<file path="config.mk">
export PLATFORM = sky130hd
export DESIGN_NAME = datapath_seq
export DESIGN_NICKNAME = d
export VERILOG_FILES = /design/src/rtl/datapath_seq.sv
export SDC_FILE = /design/constraint.sdc
export NUM_CORES = 1
export LEC_CHECK = 0
export CORE_MARGIN = 3
export CORE_UTILIZATION = 28
export CTS_CLUSTER_DIAMETER = 100
export CTS_CLUSTER_SIZE = 24
export DETAILED_ROUTE_END_ITERATION = 12
export SYNTH_ARGS = -nofsm -noshare
export SYNTH_HDL_FRONTEND = slang
export SYNTH_SLANG_ARGS = --single-unit
</file>
<file path="constraint.sdc">
create_clock -name clk -period 5 [get_ports clk]
set_input_delay 1.5 -clock clk [delete_from_list [all_inputs] [get_ports clk]]
set_output_delay 1.5 -clock clk [all_outputs]
set_load 0.05 [all_outputs]
</file>
<file path="src/rtl/datapath_seq.sv">
// Self-sequencing datapath: register file, A/B operand registers, B shifter, 4-op ALU, C register, flags.
// Optional N/V status flags are enabled with `define DATAPATH_SEQ_STATUS_EN.
module datapath_seq #(
  parameter  int DATA_W = 16,
  parameter  int NREG   = 8,
  localparam int RA_W   = $clog2(NREG)
) (
  input  logic              clk,
  input  logic              reset_n,
  input  logic              cmd_valid,
  output logic              cmd_ready,
  input  logic              cmd_mov,
  input  logic [1:0]        cmd_op,
  input  logic [1:0]        cmd_shift,
  input  logic              cmd_azero,
  input  logic [RA_W-1:0]   cmd_dst,
  input  logic [RA_W-1:0]   cmd_srca,
  input  logic [RA_W-1:0]   cmd_srcb,
  input  logic [DATA_W-1:0] cmd_imm,
  output logic              done,
  output logic [DATA_W-1:0] result,
  output logic              z_flag,
`ifdef DATAPATH_SEQ_STATUS_EN
  output logic              n_flag,
  output logic              v_flag,
`endif
  input  logic [RA_W-1:0]   dbg_addr,
  output logic [DATA_W-1:0] dbg_data
);

  localparam logic [1:0] OP_ADD = 2'b00;
  localparam logic [1:0] OP_SUB = 2'b01;
  localparam logic [1:0] OP_AND = 2'b10;
  localparam logic [1:0] OP_NOT = 2'b11;

  localparam logic [1:0] SH_NONE = 2'b00;
  localparam logic [1:0] SH_LSL  = 2'b01;
  localparam logic [1:0] SH_LSR  = 2'b10;
  localparam logic [1:0] SH_ASR  = 2'b11;

  typedef enum logic [2:0] {
    S_IDLE,
    S_LDA,
    S_LDB,
    S_EXEC,
    S_WB
  } state_t;

  function automatic logic signed [DATA_W-1:0] shift_b(
    input logic signed [DATA_W-1:0] b,
    input logic [1:0]               sh
  );
    case (sh)
      SH_LSL:  shift_b = b <<< 1;
      SH_LSR:  shift_b = $signed($unsigned(b) >> 1);
      SH_ASR:  shift_b = b >>> 1;
      SH_NONE: shift_b = b;
      default: shift_b = b;
    endcase
  endfunction

  function automatic logic signed [DATA_W-1:0] alu(
    input logic signed [DATA_W-1:0] a,
    input logic signed [DATA_W-1:0] b,
    input logic [1:0]               op
  );
    case (op)
      OP_ADD:  alu = a + b;
      OP_SUB:  alu = a - b;
      OP_AND:  alu = a & b;
      OP_NOT:  alu = ~b;
      default: alu = '0;
    endcase
  endfunction

`ifdef DATAPATH_SEQ_STATUS_EN
  // Two's-complement overflow: operands agree in sign (ADD) or differ (SUB) and the result sign flips.
  function automatic logic signed_ovf(
    input logic signed [DATA_W-1:0] a,
    input logic signed [DATA_W-1:0] b,
    input logic signed [DATA_W-1:0] r,
    input logic [1:0]               op
  );
    case (op)
      OP_ADD:  signed_ovf = (a[DATA_W-1] == b[DATA_W-1]) && (r[DATA_W-1] != a[DATA_W-1]);
      OP_SUB:  signed_ovf = (a[DATA_W-1] != b[DATA_W-1]) && (r[DATA_W-1] != a[DATA_W-1]);
      default: signed_ovf = 1'b0;
    endcase
  endfunction
`endif

  state_t                   r_state;
  logic signed [DATA_W-1:0] r_rf [NREG];
  logic signed [DATA_W-1:0] r_a;
  logic signed [DATA_W-1:0] r_b;
  logic signed [DATA_W-1:0] r_c;
  logic                     r_z;
  logic                     r_done;
  logic                     r_mov;
  logic [1:0]               r_op;
  logic [1:0]               r_shift;
  logic                     r_azero;
  logic [RA_W-1:0]          r_dst;
  logic [RA_W-1:0]          r_srca;
  logic [RA_W-1:0]          r_srcb;
  logic [DATA_W-1:0]        r_imm;
`ifdef DATAPATH_SEQ_STATUS_EN
  logic                     r_n;
  logic                     r_v;
`endif

  logic signed [DATA_W-1:0] w_a_op;
  logic signed [DATA_W-1:0] w_b_sh;
  logic signed [DATA_W-1:0] w_alu;

  assign w_a_op = r_azero ? '0 : r_a;
  assign w_b_sh = shift_b(r_b, r_shift);
  assign w_alu  = alu(w_a_op, w_b_sh, r_op);

  always_ff @(posedge clk) begin
    if (!reset_n) begin
      r_state <= S_IDLE;
      for (int i = 0; i < NREG; i++) r_rf[i] <= '0;
      r_a     <= '0;
      r_b     <= '0;
      r_c     <= '0;
      r_z     <= 1'b0;
      r_done  <= 1'b0;
      r_mov   <= 1'b0;
      r_op    <= OP_ADD;
      r_shift <= SH_NONE;
      r_azero <= 1'b0;
      r_dst   <= '0;
      r_srca  <= '0;
      r_srcb  <= '0;
      r_imm   <= '0;
`ifdef DATAPATH_SEQ_STATUS_EN
      r_n     <= 1'b0;
      r_v     <= 1'b0;
`endif
    end else begin
      r_done <= 1'b0;
      case (r_state)
        S_IDLE: begin
          if (cmd_valid) begin
            r_mov   <= cmd_mov;
            r_op    <= cmd_op;
            r_shift <= cmd_shift;
            r_azero <= cmd_azero;
            r_dst   <= cmd_dst;
            r_srca  <= cmd_srca;
            r_srcb  <= cmd_srcb;
            r_imm   <= cmd_imm;
            r_state <= cmd_mov ? S_WB : S_LDA;
          end
        end
        // Operand reads happen after any earlier write-back, so back-to-back dependencies resolve.
        S_LDA: begin
          r_a     <= r_rf[r_srca];
          r_state <= S_LDB;
        end
        S_LDB: begin
          r_b     <= r_rf[r_srcb];
          r_state <= S_EXEC;
        end
        S_EXEC: begin
          r_c     <= w_alu;
          r_z     <= (w_alu == '0);
`ifdef DATAPATH_SEQ_STATUS_EN
          r_n     <= w_alu[DATA_W-1];
          r_v     <= signed_ovf(w_a_op, w_b_sh, w_alu, r_op);
`endif
          r_state <= S_WB;
        end
        S_WB: begin
          r_rf[r_dst] <= r_mov ? $signed(r_imm) : r_c;
          r_done      <= 1'b1;
          r_state     <= S_IDLE;
        end
        default: r_state <= S_IDLE;
      endcase
    end
  end

  assign cmd_ready = (r_state == S_IDLE) && reset_n;
  assign done      = r_done;
  assign result    = r_c;
  assign z_flag    = r_z;
  assign dbg_data  = r_rf[dbg_addr];
`ifdef DATAPATH_SEQ_STATUS_EN
  assign n_flag    = r_n;
  assign v_flag    = r_v;
`endif

endmodule

</file>
==> Word-level counts from Yosys, hierarchy flattened <==
Memory sizes are Yosys's and may differ from the RTL's. A register that Yosys moved wholly into a read port is not among the register bits.
Cells that the tools add are included.
{ "word_totals": {"word_cells": 51, "mem_count": 1, "mem_bits_rw": 128, "regBits": 52, "output_inout_bits": 35, "inputBits": 37} }
{ "mem_list": {"columns": ["name", "words", "width", "rd", "rd_clocked_by_memory_dff", "wr", "line", "source"], "rows": [
  ["r_rf", 8, 16, 3, 2, 8, "93", "logic signed [DATA_W-1:0] r_rf [NREG];"]
]} }
{ "op_classes": {"n_eq_ne": 11, "reduce_logical": 9, "mux": 14, "n_addsub": 2, "bitwise": 2} }
{ "ops": {"columns": ["op", "count"], "rows": [
  ["$pmux 16 s4", 2],
  ["$mux 16", 3],
  ["$add 16x16->16", 1],
  ["$and 16x16->16", 1],
  ["$logic_not 16->1", 1],
  ["$not 16->16", 1],
  ["$reduce_or 16->1", 1],
  ["$sub 16x16->16", 1],
  ["$pmux 3 s4", 1],
  ["$mux 3", 3],
  ["$eq 2x2->1 const B", 4],
  ["$eq 3x2->1 const B", 2],
  ["$mux 1", 5],
  ["$eq 2x1->1 const B", 2],
  ["$logic_not 2->1", 2],
  ["$eq 3x1->1 const B", 1],
  ["$eq 3x3->1 const B", 1],
  ["$logic_not 3->1", 1],
  ["$logic_not 1->1", 2],
  ["$ne 2x2->1 const B", 1],
  ["$reduce_and 2->1", 1],
  ["$logic_and 1x1->1", 1]
]} }

==> Longest topological paths before layout <==
{ "depth": {"word_depth": 6, "mapped_depth": 20, "depth_no_buf": 17} }

==> Least setup slack after synthesis <==
OpenSTA, ideal clock, no wires.
{ "synth_timing": {"path_type": "in2out", "start": "input port dbg_addr[0]", "end": "output port dbg_data[0]", "path_buffers": 2, "arrival_time_ns": 3.206, "cell_stages": 4, "setup_slack_ns": 0.294, "required_ns": 3.500, "cell_sequence": "clkbuf_1 > buf_1 > mux4_2 > mux2_2"} }
{ "synth_via": {"elab_chain_cells": 1} }
{ "synth_rtl": {"columns": ["item", "line", "source"], "rows": [
  ["from (decl)", "27", "input logic [RA_W-1:0] dbg_addr,"],
  ["$mem_v2 8x16", null, null],
  ["to (decl)", "28", "output logic [DATA_W-1:0] dbg_data"]
]} }
No other way between the ends.

==> Final worst setup path <==
{ "layout_timing": {"start": "input port dbg_addr[1]", "end": "output port dbg_data[7]"} }
Same word-level chain as after synthesis.

==> reports/results.tsv <==
stage	metric	value	unit
worst_setup_path	slowest_delay	510	ps
logic_synthesis	async_reset_ff_frac	0	
sta	skew	33.4	ps
floorplanning	die_w	218	um
logic_synthesis	synthAdderAreaFrac	0.0186	
worst_setup_path	worstSetupEndpointType	output pin	
sta	fin_ws	402	ps
clocking	cts_hold_buf	0	
routing	via_count	9071	
logic_synthesis	syn_nets	1171	
clocking	cts_root_buf	clkbuf_16	
grt	track_usage	0.153	
logic_synthesis	synth_warnings	0	
layout	nNetsFinal	1215	
floorplanning	initial_utilization	0.287	
logic_synthesis	ys_seq_area_frac	0.441	
worst_setup_path	path_max_fanout	32	
logic_synthesis	syn_inst	1116	
logic_synthesis	synth_compound_area_frac	0.102	
worst_setup_path	start_kind	primary input	
sta	timing.hold.ws	465	ps
power	ir_drop	0.203	mV
routing	drt_iter0_drc	674	
logic_synthesis	syn_area_per_cell	11.2	um^2
floorplanning	core-area	43600	um^2
worst_setup_path	path_cells	clkdlybuf4s50_1, buf_12, mux4_2, mux2_2, buf_4	
min_path	min_from	r_imm[13]$_SDFFE_PN0P_	
routing	routed_via_density	5.18	
clocking	htree_levels	1	
status	outcome	finished clean	
logic_synthesis	synthXorXnorAreaFrac	0.0168	
routing	ant_nets	0	
worst_setup_path	critPathKind	primary input to output pin	
logic_synthesis	synthMuxAreaShare	0.251	
grt	grt_pass1_wl	56000	um
layout	fin_util	0.329	
floorplanning	die_area	47400	um^2
layout	multi_input_area	6670	um^2
logic_synthesis	syn_area	12500	um^2
clocking	clkTransAtPathRegs	80	ps
layout	seq_area	5530	um^2
placement	dp.final_hpwl	25500	um
layout	nFillCells	4377	
logic_synthesis	synth_top_family_by_area	multiplexers	
logic_synthesis	synth_edf_count	128	
routing	first_pass_iters	5	
logic_synthesis	ys_ff_latch	212	
sta	hold_violations	0	
clocking	postCtsSetupBuffers	0	
placement	io_buffer_count	71	
logic_synthesis	synth_cell_types	62	
logic_synthesis	synth_ff_type	edfxtp_1	
routing	routedWlPerCell	20.8	um
sta	layout_min_cycle_time	4600	ps
sta	tns	0	ps
sta	max_slew_margin	0.239	
worst_setup_path	reg2reg_to	z_flag$_SDFFE_PN0P_	
clocking	cts_resized	0	
sta	rsz0062_at_grt	false	
layout	syn_to_final_growth	14.3	%
worst_setup_path	required	3500	ps
floorplanning	placementRows	76	
grt	grt_pass1_vias	9235	
routing	route.detailed.drc	0	
layout	finalNonFillerCells	1752	
sta	slew_violations	0	
clocking	cts.sinks	212	
min_path	whs_path_depth	2	
run	drv_cap	0	
worst_setup_path	reg2reg_slack	520	ps
sta	fmax	217	MHz
sta	worstMarginPinSlew	1110	ps
grt	grt_max_degree	64	
placement	dpl.cell_count	1730	
logic_synthesis	synthSimpleGateAreaFrac	0.141	
worst_setup_path	crit_slowest_cell	clkdlybuf4s50_1	
worst_setup_path	ff2ff_path_depth	16	
grt	antenna_found_initial	0	
layout	drive_gt1_frac	0.183	
sta	setup_viol	0	
clocking	clk_latency	490	ps
worst_setup_path	cp.arrival	3100	ps
layout	diodes	0	
sta	fin_crit_sh	0.920	
grt	grt_overflow_total	0	
routing	routed_wirelength	36500	um
worst_setup_path	cp-startpoint	dbg_addr[1]	
clocking	clockBufferDepth	3	
power	powerDensity	310	nW/um^2
min_path	hold_class	flop to flop	
worst_setup_path	r2r_start	r_shift[0]$_SDFFE_PN0P_	
clocking	cts_tree	done	
placement	gp_congestion	0.864	
placement	dp_slack	392	ps
clocking	cts_made_buffers	13	
power	p_leak	5.16	nW
min_path	holdPathEnd	r_imm[13]$_SDFFE_PN0P_	
floorplanning	die_h	218	um
floorplanning	io_pins	72	
==> cell usage in the layout (no fill, tap or decap), types with 11 or more instances in the layout <==
cell type | netlist | final
a21boi_0 | 34 | 34
a21oi_1 | 27 | 27
buf_4 | 0 | 54
clkbuf_16 | 0 | 13
clkdlybuf4s50_1 | 0 | 52
dfxtp_1 | 84 | 81
edfxtp_1 | 128 | 128
ha_1 | 17 | 17
mux2_2 | 21 | 21
mux2i_1 | 63 | 63
mux4_2 | 96 | 96
nand2_1 | 156 | 156
nor2_1 | 167 | 167
nor2b_1 | 22 | 22
o211a_1 | 37 | 37
o21ai_0 | 34 | 34
xnor2_1 | 11 | 11
xor2_1 | 13 | 13
==> synth_stat cells, types with 5 or more instances <==
cell type    n  area share
nor2_1     167       0.050
nand2_1    156       0.047
edfxtp_1   128        0.31
mux4_2      96        0.17
dfxtp_1     84        0.13
mux2i_1     63       0.050
clkbuf_1    62       0.019
o211a_1     37       0.030
a21boi_0    34       0.020
o21ai_0     34       0.014
a21oi_1     27       0.011
nor2b_1     22       0.011
mux2_2      21       0.019
ha_1        17       0.017
buf_1       14      0.0042
xor2_1      13      0.0091
xnor2_1     11      0.0077
nand2b_1    10      0.0050
nand3_1     10      0.0040
inv_1        9      0.0027
and2_1       8      0.0040
nor3b_1      8      0.0048
a211oi_1     5      0.0030
nand3b_1     5      0.0030
o21a_1       5      0.0030
==> area by class of cell <==
type	count	area share
Clock buffer	18	0.0247
Timing Repair Buffer	110	0.0681
Inverter	10	0.00262
Multi-Input combinational cell	813	0.465
Tap cell	585	0.0510
Sequential cell	212	0.386
Clock inverter	4	0.00305
==> report_power, final <==
part / internal (W) / switching [W] / total (W)
Sequential: 0.00193 / 0.000104 / 0.00203
Combinational: 0.000575 / 0.000726 / 0.00130
Clock: 0.000516 / 0.000599 / 0.00112
==> state kept, by name, summed over array words and instances (netlist names) <==
register,flops
r_rf,128
r_a,16
r_b,16
r_imm,16
result,16
r_dst,3
r_srca,3
r_srcb,3
r_state,3
r_op,2
r_shift,2
done,1
r_azero,1
r_mov,1
z_flag,1
==> critical path: cells and delay by family <==
| kind | cells | cell delay (ps) |
|---|---|---|
| buffers and inverters | 3 | 950 |
| multiplexers | 2 | 640 |
==> worst max path at each step <==
stage                          endpoint  slack [ps]  depth (start not counted)
floorplan                   dbg_data[0]         290                          4
global placement            dbg_data[3]         420                          5
detailed placement          dbg_data[3]         390                          5
CTS                         dbg_data[3]         390                          5
global route        z_flag$_SDFFE_PN0P_         240                         16
finish                      dbg_data[7]         400                          5
==> metal layers <==
metal  vias to the layer above  share of wire  GRT usage
li1                       4208              -          -
met1                      4567           0.40      0.195
met2                       239           0.51      0.272
met3                        57          0.048     0.0145
met4                         0          0.038     0.0559
met5                         -              0          0
==> logic make-up (layout without fill, tap and decap cells) <==
| group | Yosys count | in the layout |
|---|---|---|
| AO/OA/AOI/OAI | 175 | 175 |
| XOR/XNOR | 24 | 24 |
| adder cells (fa/ha/maj) | 18 | 18 |
| buffers and inverters | 91 | 142 |
| flip-flops | 212 | 212 |
| multiplexers | 187 | 187 |
| AND/OR/NAND/NOR | 409 | 409 |
==> stage by stage <==
step           power (W)  instance area, um^2
2_1_floorplan    0.00301                12500
3_3_place_gp     0.00336                13900
3_5_place_dp     0.00337                13900
4_1_cts          0.00449                14300
5_1_grt          0.00470                14300
6_report         0.00445                14300
(Power assumes the default switching activity.)
